## src/rtl/mem_ctrl_pkg.sv

```systemverilog
// Shared definitions for the byte-serial memory controller: state encoding,
// size helpers and the well-known I/O window base address.
package mem_ctrl_pkg;

   localparam int ST_W = 2;

   localparam logic [ST_W-1:0] ST_IDLE    = 2'd0;
   localparam logic [ST_W-1:0] ST_RD      = 2'd1;
   localparam logic [ST_W-1:0] ST_RD_TAIL = 2'd2;
   localparam logic [ST_W-1:0] ST_WR      = 2'd3;

   localparam logic [31:0] IO_BASE = 32'h0003_0000;

   localparam int MAX_DATA_W = 64;

   // Bytes carried by one request word.
   function automatic int calcNb(input int dataW);
      return dataW / 8;
   endfunction

   // Width of a length field able to hold 0..NB (and beyond, up to 2*NB-1).
   function automatic int calcLenW(input int dataW);
      return $clog2(dataW / 8) + 1;
   endfunction

endpackage

```

## src/rtl/mem_arb.sv

```systemverilog
// Request arbiter: combinational grant over the valid ports, either fixed
// priority (lowest index wins) or round-robin starting after the last winner.
module mem_arb
   import mem_ctrl_pkg::*;
#(
   parameter int NPORT  = 2,
   parameter int ARB_RR = 0
) (
   input  logic                     clk_in,
   input  logic                     rst_in,
   input  logic [NPORT-1:0]         req_i,
   input  logic                     advance_i,
   output logic                     gntValid_o,
   output logic [$clog2(NPORT)-1:0] gntIdx_o
);

   localparam int IDX_W = $clog2(NPORT);

   logic [IDX_W-1:0] ptr_q;
   int               cand;

   // Pick a winner; later loop iterations override earlier ones, so the loops
   // run from the least to the most preferred candidate.
   always_comb begin
      gntValid_o = 1'b0;
      gntIdx_o   = '0;
      cand       = 0;
      if (ARB_RR == 0) begin
         for (int i = NPORT - 1; i >= 0; i--) begin
            if (req_i[i]) begin
               gntValid_o = 1'b1;
               gntIdx_o   = IDX_W'(i);
            end
         end
      end else begin
         for (int off = NPORT; off >= 1; off--) begin
            cand = int'(ptr_q) + off;
            if (cand >= NPORT) begin
               cand = cand - NPORT;
            end
            if (req_i[cand]) begin
               gntValid_o = 1'b1;
               gntIdx_o   = IDX_W'(cand);
            end
         end
      end
   end

   // Remember the last port actually accepted; reset points at the top port
   // so the first search starts at port 0.
   always_ff @(posedge clk_in) begin
      if (rst_in) begin
         ptr_q <= IDX_W'(NPORT - 1);
      end else if (advance_i && gntValid_o) begin
         ptr_q <= gntIdx_o;
      end
   end

endmodule

```

## src/rtl/mem_ctrl.sv

```systemverilog
// Multi-port byte-serial memory controller. Each accepted request moves up
// to NB bytes one at a time over an 8-bit memory port whose read data comes
// back one cycle after the address.
module mem_ctrl
   import mem_ctrl_pkg::*;
#(
   parameter  int NPORT  = 2,
   parameter  int DATA_W = 32,
   parameter  int ARB_RR = 0,
   localparam int NB     = calcNb(DATA_W),
   localparam int LEN_W  = calcLenW(DATA_W)
) (
   input  logic                      clk_in,
   input  logic                      rst_in,
   input  logic                      rdy_in,
   input  logic [NPORT-1:0]          req_valid,
   input  logic [NPORT-1:0]          req_we,
   input  logic [NPORT*32-1:0]       req_addr,
   input  logic [NPORT*LEN_W-1:0]    req_len,
   input  logic [NPORT*DATA_W-1:0]   req_wdata,
   output logic [NPORT-1:0]          done,
   output logic [DATA_W-1:0]         rdata,
   output logic                      busy,
   input  logic [7:0]                mem_din,
   output logic [7:0]                mem_dout,
   output logic [31:0]               mem_a,
   output logic                      mem_wr
);

   localparam int IDX_W = $clog2(NPORT);

   logic [ST_W-1:0]   state_q,   state_d;
   logic [IDX_W-1:0]  port_q,    port_d;
   logic [31:0]       addr_q,    addr_d;
   logic [LEN_W-1:0]  len_q,     len_d;
   logic [DATA_W-1:0] wdata_q,   wdata_d;
   logic [LEN_W-1:0]  byteCnt_q, byteCnt_d;
   logic [DATA_W-1:0] readBuf_q, readBuf_d;
   logic [DATA_W-1:0] rdata_q,   rdata_d;
   logic [NPORT-1:0]  done_q,    done_d;

   logic              gntValid;
   logic [IDX_W-1:0]  gntIdx;
   logic              accept;
   logic [LEN_W-1:0]  gntLen;
   logic [LEN_W-1:0]  gntLenEff;
   logic [LEN_W-1:0]  lastIdx;

   mem_arb #(
      .NPORT  (NPORT),
      .ARB_RR (ARB_RR)
   ) uArb (
      .clk_in     (clk_in),
      .rst_in     (rst_in),
      .req_i      (req_valid),
      .advance_i  (accept),
      .gntValid_o (gntValid),
      .gntIdx_o   (gntIdx)
   );

   // Winner's length, with 0 and oversize lengths meaning a full word.
   always_comb begin
      gntLen    = req_len[int'(gntIdx) * LEN_W +: LEN_W];
      gntLenEff = gntLen;
      if ((gntLen == '0) || (gntLen > LEN_W'(NB))) begin
         gntLenEff = LEN_W'(NB);
      end
      lastIdx = len_q - LEN_W'(1);
   end

   // Next-state logic; a low rdy_in leaves every register at its current value.
   always_comb begin
      state_d   = state_q;
      port_d    = port_q;
      addr_d    = addr_q;
      len_d     = len_q;
      wdata_d   = wdata_q;
      byteCnt_d = byteCnt_q;
      readBuf_d = readBuf_q;
      rdata_d   = rdata_q;
      done_d    = done_q;
      accept    = 1'b0;

      if (rdy_in) begin
         done_d = '0;
         case (state_q)
            ST_IDLE: begin
               if (gntValid) begin
                  accept    = 1'b1;
                  port_d    = gntIdx;
                  addr_d    = req_addr[int'(gntIdx) * 32 +: 32];
                  len_d     = gntLenEff;
                  wdata_d   = req_wdata[int'(gntIdx) * DATA_W +: DATA_W];
                  byteCnt_d = '0;
                  readBuf_d = '0;
                  state_d   = req_we[gntIdx] ? ST_WR : ST_RD;
               end
            end
            ST_RD: begin
               if (!req_valid[port_q]) begin
                  state_d = ST_IDLE;
               end else begin
                  if (byteCnt_q != '0) begin
                     readBuf_d[8 * int'(byteCnt_q - LEN_W'(1)) +: 8] = mem_din;
                  end
                  if (byteCnt_q == lastIdx) begin
                     state_d = ST_RD_TAIL;
                  end else begin
                     byteCnt_d = byteCnt_q + LEN_W'(1);
                  end
               end
            end
            ST_RD_TAIL: begin
               state_d = ST_IDLE;
               if (req_valid[port_q]) begin
                  readBuf_d[8 * int'(lastIdx) +: 8] = mem_din;
                  rdata_d          = readBuf_d;
                  done_d[port_q]   = 1'b1;
               end
            end
            default: begin
               if (byteCnt_q == lastIdx) begin
                  done_d[port_q] = 1'b1;
                  state_d        = ST_IDLE;
               end else begin
                  byteCnt_d = byteCnt_q + LEN_W'(1);
               end
            end
         endcase
      end
   end

   // State registers; reset wins over rdy_in and silently drops any transfer.
   always_ff @(posedge clk_in) begin
      if (rst_in) begin
         state_q   <= ST_IDLE;
         port_q    <= '0;
         addr_q    <= '0;
         len_q     <= '0;
         wdata_q   <= '0;
         byteCnt_q <= '0;
         readBuf_q <= '0;
         rdata_q   <= '0;
         done_q    <= '0;
      end else begin
         state_q   <= state_d;
         port_q    <= port_d;
         addr_q    <= addr_d;
         len_q     <= len_d;
         wdata_q   <= wdata_d;
         byteCnt_q <= byteCnt_d;
         readBuf_q <= readBuf_d;
         rdata_q   <= rdata_d;
         done_q    <= done_d;
      end
   end

   // Memory-side outputs derive from held state, so a stall keeps the address
   // steady while the write strobe is gated off until rdy_in returns.
   always_comb begin
      mem_a    = '0;
      mem_dout = '0;
      mem_wr   = 1'b0;
      if (state_q != ST_IDLE) begin
         mem_a = addr_q + 32'(byteCnt_q);
      end
      if (state_q == ST_WR) begin
         mem_dout = wdata_q[8 * int'(byteCnt_q) +: 8];
         mem_wr   = rdy_in;
      end
   end

   // Requester-side outputs.
   always_comb begin
      done  = done_q;
      rdata = rdata_q;
      busy  = (state_q != ST_IDLE);
   end

endmodule

```

## config.mk

```make
export PLATFORM = sky130hd
export DESIGN_NAME = mem_ctrl
export DESIGN_NICKNAME = d
export VERILOG_FILES = /design/src/rtl/mem_ctrl_pkg.sv /design/src/rtl/mem_arb.sv /design/src/rtl/mem_ctrl.sv
export SDC_FILE = /design/constraint.sdc
export NUM_CORES = 1
export LEC_CHECK = 0
export BUFFER_PORTS_ARGS = -buffer_cell sky130_fd_sc_hd__buf_2
export CAP_MARGIN = 20
export CELL_PAD_IN_SITES_DETAIL_PLACEMENT = 0
export CELL_PAD_IN_SITES_GLOBAL_PLACEMENT = 1
export CORE_MARGIN = 2
export CORE_UTILIZATION = 31
export CTS_CLUSTER_SIZE = 24
export DETAILED_ROUTE_END_ITERATION = 12
export GPL_ROUTABILITY_DRIVEN = 1
export PLACE_DENSITY = 0.74
export SLEW_MARGIN = 25
export SYNTH_ARGS = -nofsm -noshare
export SYNTH_HDL_FRONTEND = slang
export SYNTH_SLANG_ARGS = --single-unit
```

## constraint.sdc

```tcl
create_clock -name clk_in -period 5.94 [get_ports clk_in]
set_input_delay 0.297 -clock clk_in [delete_from_list [all_inputs] [get_ports clk_in]]
set_output_delay 0.297 -clock clk_in [all_outputs]
set_load 0.05 [all_outputs]
```

==> summary.txt <==
Detailed routing
  – Via density: approximately 5.1
  – Final WL: approximately 23 mm
  – DR WL/cell: between 15 and 20 um
  – Drt initial violations: between 400 and 500
  – Drc violations: 0
  – Post-DRT Antenna Nets: 0
  – DRT Pass-1 Iters: 5
  – Vias: 7186

Synthesis
  – Post-Synthesis Cells: between 800 and 900
  – Yosys top cell by area: dfxtp_1
  – Synth warnings: 0
  – Yosys reg bits: about 140
  – Post-synthesis async set-or-reset flop share: 0%
  – Syn_nets: around 1000
  – Dominant synthesized flop cell: dfxtp_1
  – Syn Area/Cell: 8.85 um2
  – Synth cell types: 58
  – Area of the mapped netlist: 7720 um2
  – Dominant cells by area after synthesis: dfxtp_1 36%, mux2i_1 11%, a211oi_1 9.4%, nor2_1 6.4%, ha_1 3.7%
  – Post-synth EDFFs: 0
  – Post-synth top area share: around 36%
  – Register area share after synthesis: between 30% and 40%

Critical path
  – Reg2reg path depth: 9
  – Crit path kind: register to register
  – Crit path launch type: register
  – R2r setup slk: roughly 2.6 ns
  – FF-to-FF End: readBuf_q[7]
  – RR Startpoint: byteCnt_q[0]
  – Maximum fanout along the worst path: 8
  – Critical path arrival: 3.63 ns
  – Req. time, crit path: just over 6 ns
  – Crit end category: register

Clock tree
  – Clock Sinks: between 100 and 150
  – CTS tree: built
  – CTS Hold Bufs: 0
  – Clk slew on worst S/H paths: around 0.070 ns
  – Worst skew pair latency: 0.43 ns
  – CTS H-tree lvls: 4
  – Clk root buf: clkbuf_16
  – Clock tree buffer depth: 2
  – CTS Buf Count: 17
  – CTS resizes: 0
  – Post-CTS setup buffer count: 0

Flow run
  – Max-cap violations: 0

GRT
  – Largest net degree at the start of global routing: 80
  – GR Layer Usage met3: under 10%
  – Overflow after GRT: 0
  – Busiest grt layer: met2
  – Grt met2 use: between 20 and 30%
  – GRT Util Overall: between 10% and 20%
  – First-pass GRT wire length: approximately 37 mm
  – Initial antenna violation count: 1
  – Met1 usage in global routing: between 20% and 30%
  – Vias in the first global route: about 7000

Timing
  – Setup Skew: roughly 0.0096 ns
  – Fin crit period: ~3.3 ns
  – Hold WS: 0.207 ns
  – Final Max Slew Viols: 0
  – Fin. Hold Viols: 0
  – Worst-margin pin slew: roughly 1 ns
  – RSZ-0062 raised after global routing: false
  – Max_slew headroom: a little over a third
  – Final setup fails: 0
  – TNS Setup: 0 ns
  – Max Fclk: 299 MHz
  – Fin crit share: 56.3%

Placement
  – DP Area: just over 9000 um2
  – Hpwl dp: roughly 16 mm
  – Gpl congestion: approximately 0.76
  – IO Port Bufs: around 220

Worst hold path
  – WHS Path Cells: 3
  – Worst min-delay path startpoint: req_wdata[22]
  – HP Class: input pin to register
  – Hold Path End: wdata_q[22]

Status
  – Status: finished clean

Power and ir drop
  – IR drop worst, VDD: 0.148 mV
  – P_leak: 0.00391 uW
  – Total power: 3070 uW
  – Pwr/cell area: between 300 and 400 nW/um2

Layout
  – Post-Route Utilization: 39.9%
  – Commonest non-fill, non-tap cell in the layout: buf_2
  – Commonest non-fill, non-tap cells in the layout: 223 x buf_2, 139 x dfxtp_1, 131 x nor2_1, 97 x a211oi_1, 84 x mux2i_1
  – Layout cell share with drive strength beyond 1: 27.4%
  – Design area: 9730 um2
  – Fill cells: between 2000 and 3000
  – P&R area growth vs syn: 26.1%
  – Nets: 1231

Floorplan
  – Starting density of the core: about a third
  – Boundary pin count: around 230
  – DIE HEIGHT: 162 um
  – Placeable Area: 24400 um2
  – Std cell rows: between 50 and 60
  – Die W: approximately 160 um
  – Die area: between 20000 and 30000 um2
-- worst max-delay path, cell delays in order, from the launching register on --
cell and delay (ns):
dfxtp_1 0.33, inv_1 0.11, ha_1 0.39, and3_1 0.21
ha_1 0.34, or4b_1 0.55, mux2i_1 0.18, or4b_1 0.71
mux2i_1 0.25, o221ai_1 0.14
-- flip-flops by register name (all words and copies together) (netlist names) --
name       flops
rdata         32
len_q          3
port_q         1
addr_q        32
done           2
wdata_q       32
readBuf_q     32
state_q        2
byteCnt_q      3
-- layout make-up --
cell class | count | area, um2 | share of cell area (%)
inverters | 16 | 60.1 | 0.617
well taps | 324 | 405 | 4.17
multi-input cells | 650 | 4640 | 47.7
flip-flops and latches | 139 | 2780 | 28.6
repair buffers | 234 | 1200 | 12.3
clock buffers | 17 | 425 | 4.37
diodes | 1 | 2.50 | 0.0257
clock inverters | 15 | 211 | 2.17
-- worst max-delay path by stage --
stage,from,to,slack (ns),cells past startpoint
6_report,byteCnt_q[0],readBuf_q[7],2.60,9
5_1_grt,byteCnt_q[0],mem_a[31],2.36,9
4_1_cts,byteCnt_q[0],readBuf_q[7],2.60,10
3_5_place_dp,byteCnt_q[0],readBuf_q[7],2.61,10
3_3_place_gp,byteCnt_q[2],readBuf_q[6],2.68,9
2_1_floorplan,byteCnt_q[1],readBuf_q[0],2.49,12
-- metal layers --
| metal | part of all wire (%) | routed length [um] | vias to the layer above |
|---|---|---|---|
| li1 | - | - | 3636 |
| met1 | 46 | 10600 | 3353 |
| met2 | 48 | 11100 | 172 |
| met3 | 4.2 | 957 | 25 |
| met4 | 1.6 | 362 | 0 |
| met5 | 0 | 0 | - |
-- Yosys cell counts (7+ instances only) --
cell type	instances
dfxtp_1	139
or3_1	8
mux4_2	8
inv_1	16
clkbuf_1	49
nor3_1	13
o221ai_1	24
xnor2_1	18
nand4_1	8
nor2_1	131
a221o_1	8
nor4_1	7
a211oi_1	97
and3_1	28
a22oi_1	24
a21oi_1	33
mux2i_1	84
buf_2	10
ha_1	23
nand2_1	47
nand3_1	12
-- where the power goes --
group / switching (uW) / internal (uW)
Clock: 446 / 714
Combinational: 531 / 274
Sequential: 78.7 / 1030
-- per-stage QoR --
| stage | setup slack, ns | instances |
|---|---|---|
| floorplan | 2.49 | 872 |
| global placement | 2.68 | 1363 |
| detailed placement | 2.61 | 1363 |
| CTS | 2.60 | 1395 |
| global route | 2.36 | 1395 |
| finish | 2.60 | 1396 |
-- cell families after synthesis --
kind of cell,after synthesis,synth area share [%]
xor gates and xnor gates,26,3.42
DFF,139,36.1
muxes,95,13.7
and+or+nand+nor,292,18.2
adders and majority gates,24,3.99
buffers and inverters,83,4.38
AOI/OAI and AO/OA,213,20.3
(Power assumes the default switching activity.)
